[config.mk]
export PLATFORM = sky130hd
export DESIGN_NAME = pipelined_cla_adder
export DESIGN_NICKNAME = d
export VERILOG_FILES = /design/src/rtl/pcla_pkg.sv /design/src/rtl/pcla_group_stage.sv /design/src/rtl/pipelined_cla_adder.sv
export SDC_FILE = /design/constraint.sdc
export NUM_CORES = 1
export LEC_CHECK = 0
export ABC_AREA = 1
export ABC_CLOCK_PERIOD_IN_PS = 6230
export BUFFER_PORTS_ARGS = -buffer_cell sky130_fd_sc_hd__buf_2
export CAP_MARGIN = 15
export CORE_MARGIN = 1
export CORE_UTILIZATION = 30
export CTS_CLUSTER_DIAMETER = 30
export DETAILED_ROUTE_END_ITERATION = 7
export GPL_ROUTABILITY_DRIVEN = 1
export SYNTH_ARGS = -nofsm -noshare
export SYNTH_HDL_FRONTEND = slang
export SYNTH_SLANG_ARGS = --single-unit
[constraint.sdc]
create_clock -name clk -period 6.23 [get_ports clk]
set_clock_uncertainty 0.1 [all_clocks]
set_input_delay 1.246 -clock clk [delete_from_list [all_inputs] [get_ports clk]]
set_output_delay 1.246 -clock clk [all_outputs]
set_load 0.005 [all_outputs]
[src/rtl/pcla_pkg.sv]
// Shared definitions for the pipelined carry-lookahead adder.
// Provides the derived group count and pipeline depth, plus a legality
// predicate used by the top level to reject non-divisible geometries.
package pcla_pkg;

  // Number of GS-bit lookahead groups in an N-bit operand.
  function automatic int unsigned calc_ng(input int unsigned n, input int unsigned gs);
    return n / gs;
  endfunction

  // Pipeline depth, which is also the latency in cycles.
  function automatic int unsigned calc_lat(input int unsigned n, input int unsigned gs,
                                           input int unsigned gps);
    return (n / gs) / gps;
  endfunction

  // True when N splits into whole groups and the groups into whole stages.
  function automatic bit params_ok(input int unsigned n, input int unsigned gs,
                                   input int unsigned gps);
    if (gs == 0 || gps == 0 || n == 0) return 1'b0;
    if ((n % gs) != 0) return 1'b0;
    if (((n / gs) % gps) != 0) return 1'b0;
    return 1'b1;
  endfunction

endpackage

[src/rtl/pcla_group_stage.sv]
// Combinational slice of the adder: GPS consecutive GS-bit lookahead groups.
// Each group forms bit propagate/generate, a local sum assuming zero carry-in,
// group P/G, and then increments the local sum with the incoming group carry.
// Ports:
//   a, b  [GS*GPS:1]  operand slices
//   cin               carry into the lowest group of the slice
//   sum   [GS*GPS:1]  sum slice
//   cout              carry out of the highest group of the slice
module pcla_group_stage #(
  parameter int unsigned GS  = 8,
  parameter int unsigned GPS = 1
) (
  input  logic [GS*GPS:1] a,
  input  logic [GS*GPS:1] b,
  input  logic            cin,
  output logic [GS*GPS:1] sum,
  output logic            cout
);

  localparam int unsigned W = GS * GPS;

  logic [W:1]   p;
  logic [W:1]   g;
  logic [GPS:0] gc;    // carries between groups; gc[0] is the slice carry-in
  logic         lc;    // running in-group carry assuming group carry-in = 0
  logic         pp;    // running in-group propagate (prefix AND of p)
  int unsigned  idx;

  assign p = a ^ b;
  assign g = a & b;

  always_comb begin
    gc    = '0;
    gc[0] = cin;
    sum   = '0;
    lc    = 1'b0;
    pp    = 1'b1;
    idx   = 0;
    for (int k = 0; k < GPS; k++) begin
      lc = 1'b0;
      pp = 1'b1;
      for (int i = 1; i <= GS; i++) begin
        idx = k * GS + i;
        // Carry into this bit = local carry, or the group carry rippling through
        // every lower bit of the group (the carry-increment term).
        sum[idx] = p[idx] ^ (lc | (pp & gc[k]));
        lc       = g[idx] | (p[idx] & lc);
        pp       = pp & p[idx];
      end
      // Group generate is lc, group propagate is pp.
      gc[k+1] = lc | (pp & gc[k]);
    end
  end

  assign cout = gc[GPS];

endmodule

[src/rtl/pipelined_cla_adder.sv]
// Pipelined carry-lookahead / carry-increment adder with valid/ready streaming.
// {cout,sum} = a + b + cin. The add is cut into LAT = (N/GS)/GPS stages; each
// stage resolves GPS groups from the carry registered by the previous stage and
// forwards its finished sum bits, the operands and its carry.
// Optional feature: define PCLA_OVERFLOW_EN to add the registered signed
// overflow output ovf.
// Ports:
//   clk, rst             clock (rising edge), asynchronous active-high reset
//   in_valid / in_ready  operand handshake
//   a, b [N:1], cin      operands and carry in
//   out_valid/out_ready  result handshake
//   sum [N:1], cout      result
//   ovf                  signed overflow (PCLA_OVERFLOW_EN only)
module pipelined_cla_adder
  import pcla_pkg::*;
#(
  parameter int unsigned N   = 32,
  parameter int unsigned GS  = 8,
  parameter int unsigned GPS = 1
) (
  input  logic       clk,
  input  logic       rst,
  input  logic       in_valid,
  output logic       in_ready,
  input  logic [N:1] a,
  input  logic [N:1] b,
  input  logic       cin,
  output logic       out_valid,
  input  logic       out_ready,
  output logic [N:1] sum,
  output logic       cout
`ifdef PCLA_OVERFLOW_EN
  ,
  output logic       ovf
`endif
);

  localparam int unsigned NG  = calc_ng(N, GS);
  localparam int unsigned LAT = calc_lat(N, GS, GPS);
  localparam int unsigned W   = GS * GPS;

  if (!params_ok(N, GS, GPS) || (LAT * GPS != NG)) begin : g_bad_params
    $fatal(1, "pipelined_cla_adder: N must be a multiple of GS and N/GS of GPS");
  end

  logic [LAT-1:0] v;       // stage holds a beat
  logic [LAT-1:0] adv;     // stage hands its beat on this cycle
  logic [LAT-1:0] load;    // stage register may capture this cycle
  logic [LAT-1:0] cin_s;   // carry entering each stage
  logic [N:1]     opa  [LAT];
  logic [N:1]     opb  [LAT];
  logic [N:1]     psum [LAT];  // sum bits finished by earlier stages

  assign cin_s[0] = cin;
  assign opa[0]   = a;
  assign opb[0]   = b;
  assign psum[0]  = '0;

  for (genvar s = 0; s < LAT; s++) begin : g_stage
    logic         v_q;
    logic         v_up;
    logic [W:1]   grp_sum;
    logic         grp_cout;
    logic [N:1]   sum_d;

    pcla_group_stage #(
      .GS  (GS),
      .GPS (GPS)
    ) u_grp (
      .a    (opa[s][s*W+1 +: W]),
      .b    (opb[s][s*W+1 +: W]),
      .cin  (cin_s[s]),
      .sum  (grp_sum),
      .cout (grp_cout)
    );

    always_comb begin
      sum_d               = psum[s];
      sum_d[s*W+1 +: W]   = grp_sum;
    end

    if (s == 0) begin : g_up_in
      assign v_up = in_valid;
    end else begin : g_up_stage
      assign v_up = v[s-1];
    end

    if (s == LAT - 1) begin : g_adv_last
      assign adv[s] = v_q & out_ready;
    end else begin : g_adv_mid
      assign adv[s] = v_q & (~v[s+1] | adv[s+1]);
    end

    // An empty stage always loads, so bubbles collapse.
    assign v[s]    = v_q;
    assign load[s] = ~v_q | adv[s];

    always_ff @(posedge clk or posedge rst) begin
      if (rst) begin
        v_q <= 1'b0;
      end else if (load[s]) begin
        v_q <= v_up;
      end
    end

    if (s < LAT - 1) begin : g_regs_mid
      logic [N:1] a_q;
      logic [N:1] b_q;
      logic [N:1] sum_q;
      logic       c_q;

      // Data only moves with a real beat so idle stages keep their contents.
      always_ff @(posedge clk or posedge rst) begin
        if (rst) begin
          a_q   <= '0;
          b_q   <= '0;
          sum_q <= '0;
          c_q   <= 1'b0;
        end else if (load[s] && v_up) begin
          a_q   <= opa[s];
          b_q   <= opb[s];
          sum_q <= sum_d;
          c_q   <= grp_cout;
        end
      end

      assign opa[s+1]   = a_q;
      assign opb[s+1]   = b_q;
      assign psum[s+1]  = sum_q;
      assign cin_s[s+1] = c_q;
    end else begin : g_regs_last
`ifdef PCLA_OVERFLOW_EN
      logic ovf_d;
      // Carry into the MSB recovered from the MSB sum bit, xor carry out.
      assign ovf_d = grp_cout ^ (opa[s][N] ^ opb[s][N] ^ sum_d[N]);
`endif

      always_ff @(posedge clk or posedge rst) begin
        if (rst) begin
          sum  <= '0;
          cout <= 1'b0;
`ifdef PCLA_OVERFLOW_EN
          ovf  <= 1'b0;
`endif
        end else if (load[s] && v_up) begin
          sum  <= sum_d;
          cout <= grp_cout;
`ifdef PCLA_OVERFLOW_EN
          ovf  <= ovf_d;
`endif
        end
      end
    end
  end

  // Combinational from out_ready through the whole adv chain.
  assign in_ready  = load[0];
  assign out_valid = v[LAT-1];

endmodule

==> summary.txt <==
Layout
  – Commonest non-fill, non-tap cell in the layout: nand2_1
  – # diodes: 0
  – Synthesis-to-layout area growth: 17.16%
  – Commonest cells after routing, fill and taps aside: nand2_1, dfrtp_1, buf_2, o21ai_0, inv_1
  – Layout cells sized above 1: 0.1713
  – Layout Nets: 1102

Hold path
  – Worst Hold Class: register to register
  – Hold Path Origin: sum[10]

Flow run
  – Max_cap viols: 0

Route
  – Vias per std cell: 4.244
  – Post-route DRC: 8
  – WL/cell: 12.56 um
  – Vias: 5708
  – Final WL: 16890 um
  – Final ANT Viol Nets: 0
  – TritonRoute pass-1 iters: 7
  – Starting DRT DRC Count: 371

Clocking
  – Worst-path clk slew: 70 ps
  – CTS Hold Bufs: 0
  – Number of H-tree levels: 4
  – PostCTS Resize Cnt: 0
  – CTS root buf: clkbuf_16
  – Worst-Skew Late Latency: 430 ps
  – TritonCTS clock tree: yes
  – Longest Clk Path Bufs: 2
  – Number of buffers created by CTS: 17
  – # Post-CTS Setup Buffers: 0
  – CTS sink cnt: 184

Timing
  – Total negative setup slack: 0 ps
  – Final Setup Violations: 0
  – Min Tclk post-route: 3514 ps
  – Tcrit/Tclk final: 0.5640
  – Min Hold Slack: 365.2 ps
  – Slew HR: 0.3021
  – RSZ-0062 raised after global routing: false
  – Worst-Margin Slew: 1047 ps
  – Fmax: 284.6 MHz
  – Count of pins over their slew limit: 0
  – Final hold violations: 0

Logic synthesis
  – Syn nets: 1010
  – Syn Area/Cell: 8.933 sq um
  – Post-synthesis register bit count: 184
  – Largest cells by area after synthesis: dfrtp_1, nand2_1, ha_1
  – Most area-hungry cell type in the Yosys netlist: dfrtp_1
  – Netlist cell types: 23
  – Syn Std Cell Area: 0.008084 sq mm
  – Gate Count Post-Synth: 905
  – Synth top area share: 0.5696
  – Sequential share of the synthesized area: 0.5696
  – Yosys warns: 0

Setup path
  – Worst EP required: 4880 ps
  – Worst Path Max Fanout: 3
  – CP Buf/Inv Count: 6
  – Crit. End Element: output pin
  – CP delay by family, top: buffers and inverters
  – Reg2Reg Depth: 11
  – CP Class: primary input to output pin
  – Worst setup path endpoint: in_ready
  – Reg2reg start: out_valid
  – Worst path depth: 10
  – Critical path arrival: 2170 ps
  – Slowest CP cell: nor2_2
  – R2R Setup Slk: 3680 ps
  – CP Launch Point: out_ready
  – Critical path, cell by cell: buf_2, nor2_2, inv_2, nor2_2, inv_2, nor2_2, inv_2, nor2_4, inv_1, buf_2
  – CP peak stage delay: 130 ps
  – Worst Setup Start Kind: primary input
  – Reg-to-reg endpoint: g_stage[1].g_regs_mid.a_q[30]

Die
  – Core ar.: 0.02628 sq mm
  – Die area: 0.02761 sq mm
  – Die width: 166.2 um
  – Die H: 166.2 um
  – Initial Util: 0.3076
  – Num rows: 59
  – IO Count: 104

Pwr
  – Comb pwr share: 0.241
  – Seq pwr share: 0.465
  – Clock share of power: 0.294
  – Switching Fraction: 0.3103
  – Static leakage: 4.996 nW
  – Max IR drop VDD: 202.2 uV
  – Sw Pwr: 1.157 mW
  – Int Power: 2.572 mW
  – Pwr dens: 393.7 mW/mm^2

Outcome
  – Violated checks: design-rule violations
  – Status: finished, violations left

Place
  – DP HPWL: 11780 um
  – # port buffers: 103
  – Final Wtd Congestion: 0.7700

GRT
  – Largest net degree at the start of global routing: 185
  – Initial antenna violation count: 2
  – Vias in the first global route: 5602
  – Grt ovf: 0
  – First-pass GRT wire length: 29140 um
  – Global Route Usage Sum: 0.1317
power by group through the flow:
stage | registers, mW | clock network, mW | logic, mW
after CTS | 1.74 | 1.12 | 0.916
after global routing | 1.78 | 1.17 | 1.06
after floorplan | 1.71 | 0 | 0.633
final | 1.73 | 1.10 | 0.897
after global placement | 1.75 | 0 | 0.893
after detailed placement | 1.76 | 0 | 0.910
synth_stat cells (all sizes together):
cell,count
o21ai,104
a31oi,1
nand2,386
buf,21
dfrtp,184
a21oi,13
inv,78
xnor2,8
or2,7
fa,4
xor2,4
clkbuf,15
nand3,22
nor2,25
ha,32
nand3b,1
layout make-up:
class | instances | area [sq um]
clock buffer | 24 | 481.7
clock inverter | 8 | 118.9
fill | 2712 | 16810
inverter | 78 | 296.5
multi-input combinational | 607 | 2970
sequential | 184 | 4604
tap | 335 | 419.2
timing repair buffer | 109 | 580.6
through the flow:
stage	instances	area, sq um	util	worst slack [ps]	total power [mW]
detailed placement	1313	8871	0.3376	2714	2.667
finish	1345	9472	0.3604	2716	3.729
global placement	1312	8856	0.3370	2715	2.641
CTS	1345	9472	0.3604	2704	3.780
floorplan	905	8088	-	2519	2.342
global route	1345	9472	0.3604	2591	4.016
sequential cells by signal, summed over array words and instances (netlist names):
name	flops
cout	1
g_stage.g_regs_mid.a_q	48
g_stage.g_regs_mid.b_q	48
g_stage.g_regs_mid.c_q	3
g_stage.g_regs_mid.sum_q	48
g_stage.v_q	3
out_valid	1
sum	32
worst register-to-register path, cell delays in order (launching register included):
cell and delay, ps:
dfrtp_1 380, inv_1 60, nor2_2 110, inv_2 50
nor2_2 90, inv_2 50, nor2_2 100, inv_2 70
nand2_2 50, buf_4 520, inv_1 540, o21ai_0 320
cell families (layout without fill, tap and decap cells):
family,count (synthesis),after routing,synth area share
AO/OA/AOI/OAI,118,118,0.08110
XOR/XNOR,12,12,0.01300
adder cells (fa/ha/maj),36,36,0.05943
buffers and inverters,114,219,0.06392
flip-flops,184,184,0.5696
AND/OR/NAND/NOR,441,441,0.2130
worst min path at each step:
stage,to,slack [ps],depth (start not counted)
2_1_floorplan,g_stage[0].g_regs_mid.a_q[27],340,2
3_3_place_gp,g_stage[2].g_regs_mid.b_q[26],350,2
3_5_place_dp,sum[10],350,2
4_1_cts,sum[10],370,2
5_1_grt,sum[19],390,2
6_report,sum[10],370,2
metal layers:
| metal | GRT usage | share of wire | up-vias |
|---|---|---|---|
| met5 | 0 | 0 | - |
| met3 | 0.03170 | 0.048 | 17 |
| met4 | 0.04388 | 0.013 | 0 |
| met2 | 0.1913 | 0.43 | 87 |
| li1 | - | - | 3008 |
| met1 | 0.1910 | 0.51 | 2596 |
(Power assumes the default switching activity.)
